===== config.mk =====
export PLATFORM = sky130hd
export DESIGN_NAME = rf_writeback_arbiter
export DESIGN_NICKNAME = d
export VERILOG_FILES = /design/src/rtl/utils_pkg.sv /design/src/rtl/wb_fifo.sv /design/src/rtl/rf_writeback_arbiter.sv
export SDC_FILE = /design/constraint.sdc
export NUM_CORES = 1
export LEC_CHECK = 0
export CAP_MARGIN = 20
export CORE_ASPECT_RATIO = 0.7
export CORE_MARGIN = 2
export CORE_UTILIZATION = 27
export DETAILED_ROUTE_END_ITERATION = 16
export SETUP_SLACK_MARGIN = 0.5
export SYNTH_ARGS = -nofsm -noshare
export SYNTH_HDL_FRONTEND = slang
export SYNTH_HIERARCHICAL = 1
export SYNTH_SLANG_ARGS = --single-unit

===== constraint.sdc =====
create_clock -name clk -period 7.5 [get_ports clk]
set_clock_uncertainty 0.2 [all_clocks]
set_input_delay 0.75 -clock clk [delete_from_list [all_inputs] [get_ports clk]]
set_output_delay 0.75 -clock clk [all_outputs]
set_load 0.02 [all_outputs]

===== src/rtl/utils_pkg.sv =====
// Shared register-file types and writeback-path definitions.
package utils_pkg;

  localparam int unsigned RF_XLEN = 32;

  typedef logic [4:0]         raddr_t;
  typedef logic [RF_XLEN-1:0] rdata_t;

  typedef enum logic [1:0] {
    WB_NONE,
    WB_ALU,
    WB_LSU_FIFO,
    WB_LSU_BYP
  } wb_src_t;

  typedef struct packed {
    raddr_t addr;
    rdata_t data;
  } wb_req_t;

endpackage


===== src/rtl/wb_fifo.sv =====
// Synchronous FIFO of writeback requests; head is visible combinationally.
module wb_fifo
  import utils_pkg::*;
#(
  parameter int unsigned DEPTH = 2
) (
  input  logic                         clk,
  input  logic                         rst_n,
  input  logic                         i_push,
  input  wb_req_t                      i_data,
  input  logic                         i_pop,
  output wb_req_t                      o_data,
  output logic                         o_full,
  output logic                         o_empty,
  output logic [$clog2(DEPTH+1)-1:0]   o_count
);

  localparam int unsigned AW = (DEPTH > 1) ? $clog2(DEPTH) : 1;
  localparam int unsigned CW = $clog2(DEPTH+1);

  wb_req_t         r_mem [DEPTH];
  logic [AW-1:0]   r_wptr;
  logic [AW-1:0]   r_rptr;
  logic [CW-1:0]   r_count;
  logic            w_push;
  logic            w_pop;

  assign o_full  = (r_count == CW'(DEPTH));
  assign o_empty = (r_count == '0);
  assign o_count = r_count;
  assign o_data  = r_mem[r_rptr];

  assign w_push = i_push && !o_full;
  assign w_pop  = i_pop && !o_empty;

  always_ff @(posedge clk) begin
    if (w_push) r_mem[r_wptr] <= i_data;
  end

  // DEPTH is a power of two, so pointers wrap naturally.
  always_ff @(posedge clk or negedge rst_n) begin
    if (!rst_n) begin
      r_wptr  <= '0;
      r_rptr  <= '0;
      r_count <= '0;
    end else begin
      if (w_push) r_wptr <= r_wptr + AW'(1);
      if (w_pop)  r_rptr <= r_rptr + AW'(1);
      case ({w_push, w_pop})
        2'b10:   r_count <= r_count + CW'(1);
        2'b01:   r_count <= r_count - CW'(1);
        default: r_count <= r_count;
      endcase
    end
  end

endmodule


===== src/rtl/rf_writeback_arbiter.sv =====
// Merges ALU and load results onto the register-file write port and tracks
// pending load destinations for decode hazard checks.
module rf_writeback_arbiter
  import utils_pkg::*;
#(
  parameter int unsigned LSU_FIFO_DEPTH = 2,
  parameter int unsigned STARVE_LIMIT   = 4,
  parameter int unsigned XLEN           = 32
) (
  input  logic            clk,
  input  logic            rst,
  input  logic            alu_valid_i,
  output logic            alu_ready_o,
  input  logic [4:0]      alu_rd_addr_i,
  input  logic [XLEN-1:0] alu_rd_data_i,
  input  logic            lsu_valid_i,
  output logic            lsu_ready_o,
  input  logic [4:0]      lsu_rd_addr_i,
  input  logic [XLEN-1:0] lsu_rd_data_i,
  input  logic            lock_i,
  input  logic [4:0]      lock_addr_i,
  input  logic [4:0]      rs1_addr_i,
  input  logic [4:0]      rs2_addr_i,
  output logic            rs1_busy_o,
  output logic            rs2_busy_o,
  output logic            we_o,
  output logic [4:0]      rd_addr_o,
  output logic [XLEN-1:0] rd_data_o
);

  localparam int unsigned SW = $clog2(STARVE_LIMIT+1);
  localparam int unsigned CW = $clog2(LSU_FIFO_DEPTH+1);

  logic            r_we;
  raddr_t          r_rd_addr;
  logic [XLEN-1:0] r_rd_data;
  logic [SW-1:0]   r_starve;
  logic [31:0]     r_pending;

  wb_req_t         w_alu_req;
  wb_req_t         w_lsu_req;
  wb_req_t         w_head;
  wb_req_t         w_win;
  wb_src_t         w_src;
  logic            w_fifo_full;
  logic            w_fifo_empty;
  logic [CW-1:0]   w_fifo_count;
  logic            w_alu_win;
  logic            w_push;
  logic            w_pop;
  logic            w_load_wr;
  logic [SW-1:0]   w_starve_nxt;
  logic [31:0]     w_pend_nxt;

  assign w_alu_req = '{addr: alu_rd_addr_i, data: rdata_t'(alu_rd_data_i)};
  assign w_lsu_req = '{addr: lsu_rd_addr_i, data: rdata_t'(lsu_rd_data_i)};

  assign alu_ready_o = (r_starve != SW'(STARVE_LIMIT));
  assign lsu_ready_o = !w_fifo_full;
  assign w_alu_win   = alu_valid_i && alu_ready_o;

  always_comb begin
    w_src = WB_NONE;
    w_win = '0;
    if (w_alu_win) begin
      w_src = WB_ALU;
      w_win = w_alu_req;
    end else if (!w_fifo_empty) begin
      w_src = WB_LSU_FIFO;
      w_win = w_head;
    end else if (lsu_valid_i) begin
      w_src = WB_LSU_BYP;
      w_win = w_lsu_req;
    end
  end

  assign w_pop     = (w_src == WB_LSU_FIFO);
  assign w_push    = lsu_valid_i && lsu_ready_o && (w_src != WB_LSU_BYP);
  assign w_load_wr = (w_src == WB_LSU_FIFO) || (w_src == WB_LSU_BYP);

  // Non-empty FIFO means either the ALU won or the head was popped.
  always_comb begin
    w_starve_nxt = r_starve;
    if (w_pop || (w_fifo_count == '0)) w_starve_nxt = '0;
    else if (w_src == WB_ALU)          w_starve_nxt = r_starve + SW'(1);
  end

  // Set is applied after clear so a same-cycle relock keeps the bit pending.
  always_comb begin
    w_pend_nxt = r_pending;
    if (w_load_wr && (w_win.addr != '0)) w_pend_nxt[w_win.addr] = 1'b0;
    if (lock_i && (lock_addr_i != '0))  w_pend_nxt[lock_addr_i] = 1'b1;
    w_pend_nxt[0] = 1'b0;
  end

  always_ff @(posedge clk or negedge rst) begin
    if (!rst) begin
      r_we      <= 1'b0;
      r_rd_addr <= '0;
      r_rd_data <= '0;
      r_starve  <= '0;
      r_pending <= '0;
    end else begin
      r_we <= (w_src != WB_NONE) && (w_win.addr != '0);
      if (w_src != WB_NONE) begin
        r_rd_addr <= w_win.addr;
        r_rd_data <= XLEN'(w_win.data);
      end
      r_starve  <= w_starve_nxt;
      r_pending <= w_pend_nxt;
    end
  end

  assign rs1_busy_o = r_pending[rs1_addr_i];
  assign rs2_busy_o = r_pending[rs2_addr_i];
  assign we_o       = r_we;
  assign rd_addr_o  = r_rd_addr;
  assign rd_data_o  = r_rd_data;

  wb_fifo #(
    .DEPTH(LSU_FIFO_DEPTH)
  ) u_fifo (
    .clk     (clk),
    .rst_n   (rst),
    .i_push  (w_push),
    .i_data  (w_lsu_req),
    .i_pop   (w_pop),
    .o_data  (w_head),
    .o_full  (w_fifo_full),
    .o_empty (w_fifo_empty),
    .o_count (w_fifo_count)
  );

endmodule


Yosys cells after proc, flatten, opt, wreduce, memory -nomap -nowiden
Memories as Yosys holds them, arrays and structs flattened.
Index checks and enable logic that the tools add are counted.
{ "classes": {"add_sub_neg": 5, "order_cmp": 6, "eq_ne": 8, "n_mux": 21, "bitwise": 3, "reduce_logical": 20} }
{ "op_table": {"columns": ["operator", "n"], "rows": [
  ["37-bit 2-to-1 mux", 3],
  ["32-bit 2-to-1 mux", 2],
  ["32-bit AND", 1],
  ["32-bit NOT", 1],
  ["32-bit bitwise OR", 1],
  ["5-bit by 6-bit < comparator with 1-bit output, second input constant", 4],
  ["1-bit binary-select mux with 5-bit select", 2],
  ["1-bit demux with 5-bit select", 2],
  ["5-bit by 1-bit greater-or-equal comparator with 1-bit output, second input constant", 2],
  ["1-bit logical AND", 10],
  ["5-bit nonzero test", 2],
  ["2-bit equality test, second input constant", 4],
  ["1-bit 2-to-1 mux", 6],
  ["2-bit 2-to-1 mux", 3],
  ["3-bit 2-to-1 mux", 2],
  ["2-bit nonzero test", 3],
  ["2-bit by 1-bit equality test with 1-bit output, second input constant", 2],
  ["2-bit one-hot mux with 2 select lines", 1],
  ["3-bit by 1-bit adder with 3-bit output, second input constant", 1],
  ["3-bit != test, second input constant", 1],
  ["1-bit adder, second input constant", 2],
  ["2-bit by 1-bit adder with 2-bit output, second input constant", 1],
  ["1-bit zero test", 2],
  ["2-bit zero test", 1],
  ["3 further kinds", 4]
]} }
{ "totals": {"register_bits": 76, "ram_bits": 74, "out_inout_bits": 42, "word_cells": 72, "n_memories": 1} }
{ "memory_table": {"columns": ["memory", "depth", "width", "rd", "rd_clocked_by_memory_dff", "wr", "line_no", "rtl"], "rows": [
  ["u_fifo.r_mem", 2, 37, 1, 0, 1, "wb_fifo.sv:21", "wb_req_t r_mem [DEPTH];"]
]} }

Depth between registers and ports, before layout
{ "depth": {"ltp_word": 12, "ltp_mapped": 11, "mapped_depth_nobuf": 10} }

By module
Netlist, hierarchy kept.
{ "by_module_without_submodules": {"columns": ["mod", "n_inst", "cells_each", "area_each_um2"], "rows": [
  ["rf_writeback_arbiter", 1, 465, 4287.9],
  ["wb_fifo", 1, 133, 2949.1]
]} }

Least setup slack after synthesis
Ideal clock, no wire load.
{ "synth_timing": {"path_type": "input to register", "start": "input port alu_valid_i", "end": "memory u_fifo/r_mem[0][0] (netlist bit) (enable)", "arrival_time_ns": 3.267, "required_ns": 6.869, "slack_ns": 3.601, "cell_stages": 6, "path_buffers": 1, "cell_sequence": "a21boi_2 > buf_2 > nor2_1 > nor3b_1 > nand2_1 > nor2_1"} }
{ "synth_via": {"elab_chain_len": 7} }
{ "synth_rtl": {"columns": ["element", "line_no", "rtl"], "rows": [
  ["start: declaration", "rf_writeback_arbiter.sv:12", "input logic alu_valid_i,"],
  ["1-bit logical AND", "rf_writeback_arbiter.sv:60", "assign w_alu_win = alu_valid_i && alu_ready_o;"],
  ["2-bit 2-to-1 mux", "rf_writeback_arbiter.sv:65", "if (w_alu_win) begin"],
  ["2-bit != test", "rf_writeback_arbiter.sv:78", "assign w_push = lsu_valid_i && lsu_ready_o && (w_src != WB_LSU_BYP);"],
  ["1-bit logical AND", "rf_writeback_arbiter.sv:78", null],
  ["via w_push", "rf_writeback_arbiter.sv:49", "logic w_push;"],
  ["1-bit logical AND", "wb_fifo.sv:33", "assign w_push = i_push && !o_full;"],
  ["1-bit 2-to-1 mux", "wb_fifo.sv:37", "if (w_push) r_mem[r_wptr] <= i_data;"],
  ["1-bit 2-to-1 mux (not written as such)", "wb_fifo.sv:37", null],
  ["end: declaration", "wb_fifo.sv:21", null]
]} }
The timed path passes the listed nets, and every way through them passes these cells.

Worst setup path after layout
{ "layout_timing": {"start": "input port rs2_addr_i[1]", "end": "output port rs2_busy_o"} }
{ "layout_via": {"elab_chain_len": 2} }
{ "layout_rtl": {"columns": ["element", "line_no", "rtl"], "rows": [
  ["start: declaration", "rf_writeback_arbiter.sv:23", "input logic [4:0] rs2_addr_i,"],
  ["1-bit binary-select mux with 5-bit select", "rf_writeback_arbiter.sv:115", "assign rs2_busy_o = r_pending[rs2_addr_i];"],
  ["1-bit 2-to-1 mux (not written as such)", "rf_writeback_arbiter.sv:115", null],
  ["end: declaration", "rf_writeback_arbiter.sv:25", "output logic rs2_busy_o,"]
]} }
No other way between the ends. The select of a mux whose other input is x is not followed.

==> reports/metrics.yaml <==
clocking:
  cts-buffers-inserted: 17
  clk_path_buf_depth: 2
  path_clk_slew_ns: 0.06
  cts_tree: "done"
  h-tree-depth: 4
  post_cts.repair.setup_buffers: 0
  post_cts_resized: 0
  cts-hold-fix-buffers: 0
  root_buffer: "clkbuf_16"
  clk_latency_ns: 0.43
  clock-sinks: 150
drt:
  drt_pass1_iterations: 5
  routed_wl_mm: 20.36
  ant_nets: 0
  num_vias: 5409
  vias_per_cell: 4.908
  drc_errors: 0
  drt_iter0_markers: 343
  wire_per_inst_um: 18.48
sta:
  setup_viol: 0
  fmax_ghz: 0.2454
  fin_crit_ns: 4.074
  final.setup.tns_ns: 0
  final_max_slew_viol_count: 0
  worst_pin_slew_ns: 1.048
  slew_headroom_pct: 30.13
  rsz0062_at_grt: "false"
  finalCritPeriodShare_pct: 54.32
  hold_viol: 0
synthesis:
  ys.warnings.count: 6
  ys_types: 54
  syn_nets: 695
  netlist_top_cells_area: "edfxtp_1, dfrtp_1, mux4_2"
  yosys.area.top_type: "edfxtp_1"
  synth_top_area_share_pct: 30.71
  synth_area_um2: 7237
  synth-seq-cells: 150
  synthArstFlopShare_pct: 50.67
  syn_avg_cell_area_um2: 12.10
  synthFlopType: "dfrtp_1"
  synth_cells: 598
  synth-edff-count: 74
  yosysSeqAreaShare_pct: 56.98
setup_path:
  crit_arrival_ns: 3.12
  crit_required_ns: 6.55
  end_kind: "primary output"
  crit_fanout: 9
  start_kind: "input pin"
  worstSetupPathType: "in -> out"
die:
  initial_utilization_pct: 27.28
  die_area_um2: 28150
  die_y_um: 141.0
  rows: 50
  die_width_um: 199.7
  core_area_um2: 26530
  io_pins: 136
final_layout:
  mostFrequentLayoutCell: "clkdlybuf4s50_1"
  area.sequential_um2: 4125
  antenna_cells: 0
  nFillCells: 2692
  syn_to_final_growth_pct: 30.50
  fin_util_pct: 35.60
  nets: 822
  fin_area_um2: 9444
  layout.cells.most_common_list: "clkdlybuf4s50_1, dfrtp_1, edfxtp_1"
  drive_gt1_share_pct: 15.31
  multiInputGateArea_um2: 2850
global_routing:
  antenna_found_initial: 1
  grt_max_degree: 51
  grt-ovfl-total: 0
  grt_pass1_wl_mm: 31.76
  grt_pass1_vias: 5436
  grtUsageTotal_pct: 15.06
pwr:
  leakagePower_nw: 3.520
  power_frac_seq_pct: 39.9
  p_sw_mw: 1.162
  p_sw_share_pct: 35.62
  p_per_area_nw_per_um2: 345.4
  ir_worst_vdd_mv: 0.1664
  p_int_mw: 2.100
  p_clk_share_pct: 23.6
  p_comb_share_pct: 36.5
run:
  cap_viol_max_count: 0
place:
  place_congestion: 0.8908
  hpwl_mm: 14.00
  placed_cell_area_um2: 8919
  portBuffers: 135
outcome:
  status: "finished clean"
min_path:
  hold_class: "in -> async"
## power groups by stage
stage / logic, mW / clock network, mW / registers (mW)
2_1_floorplan: 0.723 / 0 / 1.33
3_3_place_gp: 1.18 / 0 / 1.31
3_5_place_dp: 1.20 / 0 / 1.31
4_1_cts: 1.20 / 0.796 / 1.30
5_1_grt: 1.30 / 0.834 / 1.33
6_report: 1.19 / 0.770 / 1.30
## worst max-delay path, stage by stage
cell and delay (ns):
clkdlybuf4s50_1 0.77, mux4_2 0.56, o32ai_1 0.25, a31oi_1 0.08, and3_1 0.19, clkdlybuf4s50_1 0.53
## per-layer routing
metal,part of all wire (%),track usage (%),vias to the layer above
li1,-,-,2509
met3,9.3,5.813,23
met5,0.064,0,-
met2,41,20.50,232
met1,48,21.82,2643
met4,1.5,4.561,2
## final timing paths
path,from,end,slack (ns),cells past startpoint
max,rs2_addr_i[1],rs2_busy_o,3.43,6
min,rst,rd_data_o[30],0.06,1
max reg2reg,u_fifo/r_rptr,we_o,4.20,6
min reg2reg,rd_addr_o[4],rd_addr_o[4],0.29,2
max in group asynchronous,rst,u_fifo/r_rptr,5.96,2
min in group clk,rd_addr_o[4],rd_addr_o[4],0.29,2
## metrics by stage
stage	cells	hold slack (ns)	power [mW]	setup WS, ns
5_1_grt	1102	0.06823	3.461	3.265
6_report	1102	0.06142	3.262	3.426
2_1_floorplan	598	0.2544	2.050	3.601
3_5_place_dp	1070	0.2799	2.510	3.426
4_1_cts	1102	0.05616	3.299	3.421
3_3_place_gp	1070	0.2687	2.498	3.472
## synthesized netlist by cell type, drive strengths merged (3+ instances only)
cell	count
a21oi	38
a22oi	7
and3	7
buf	26
clkbuf	9
dfrtp	76
edfxtp	74
ha	3
inv	21
mux2	39
mux2i	4
mux4	14
nand2	62
nand2b	4
nand3	9
nand3b	4
nor2	52
nor2b	4
nor3	3
nor3b	7
o211ai	11
o21ai	46
o221ai	36
o31ai	8
or2	3
or3b	3
xnor2	3
## logic make-up after synthesis
logic type | Yosys count | share of synthesized area (%)
and+or+nand+nor | 166 | 10.82
AOI/OAI and AO/OA | 161 | 15.09
DFF | 150 | 56.98
muxes | 57 | 12.02
buffers and inverters | 56 | 3.959
xor gates and xnor gates | 5 | 0.6052
adders and majority gates | 3 | 0.5187
## sequential cells by signal, summed over array words and instances, names as in the netlist
name,count
rd_addr_o,5
u_fifo/r_wptr,1
r_starve,3
u_fifo/r_mem,74
r_pending,31
u_fifo/r_rptr,1
we_o,1
u_fifo/o_count,2
rd_data_o,32
## layout make-up
class / count / share of cell area (%)
Clock buffer: 18 / 4.650
Clock inverter: 14 / 0.9141
Inverter: 21 / 0.8347
Multi-Input combinational cell: 392 / 30.18
Sequential cell: 150 / 43.68
Tap cell: 364 / 4.822
Timing Repair Buffer: 143 / 14.92
Power figures use the tool's default switching activity.
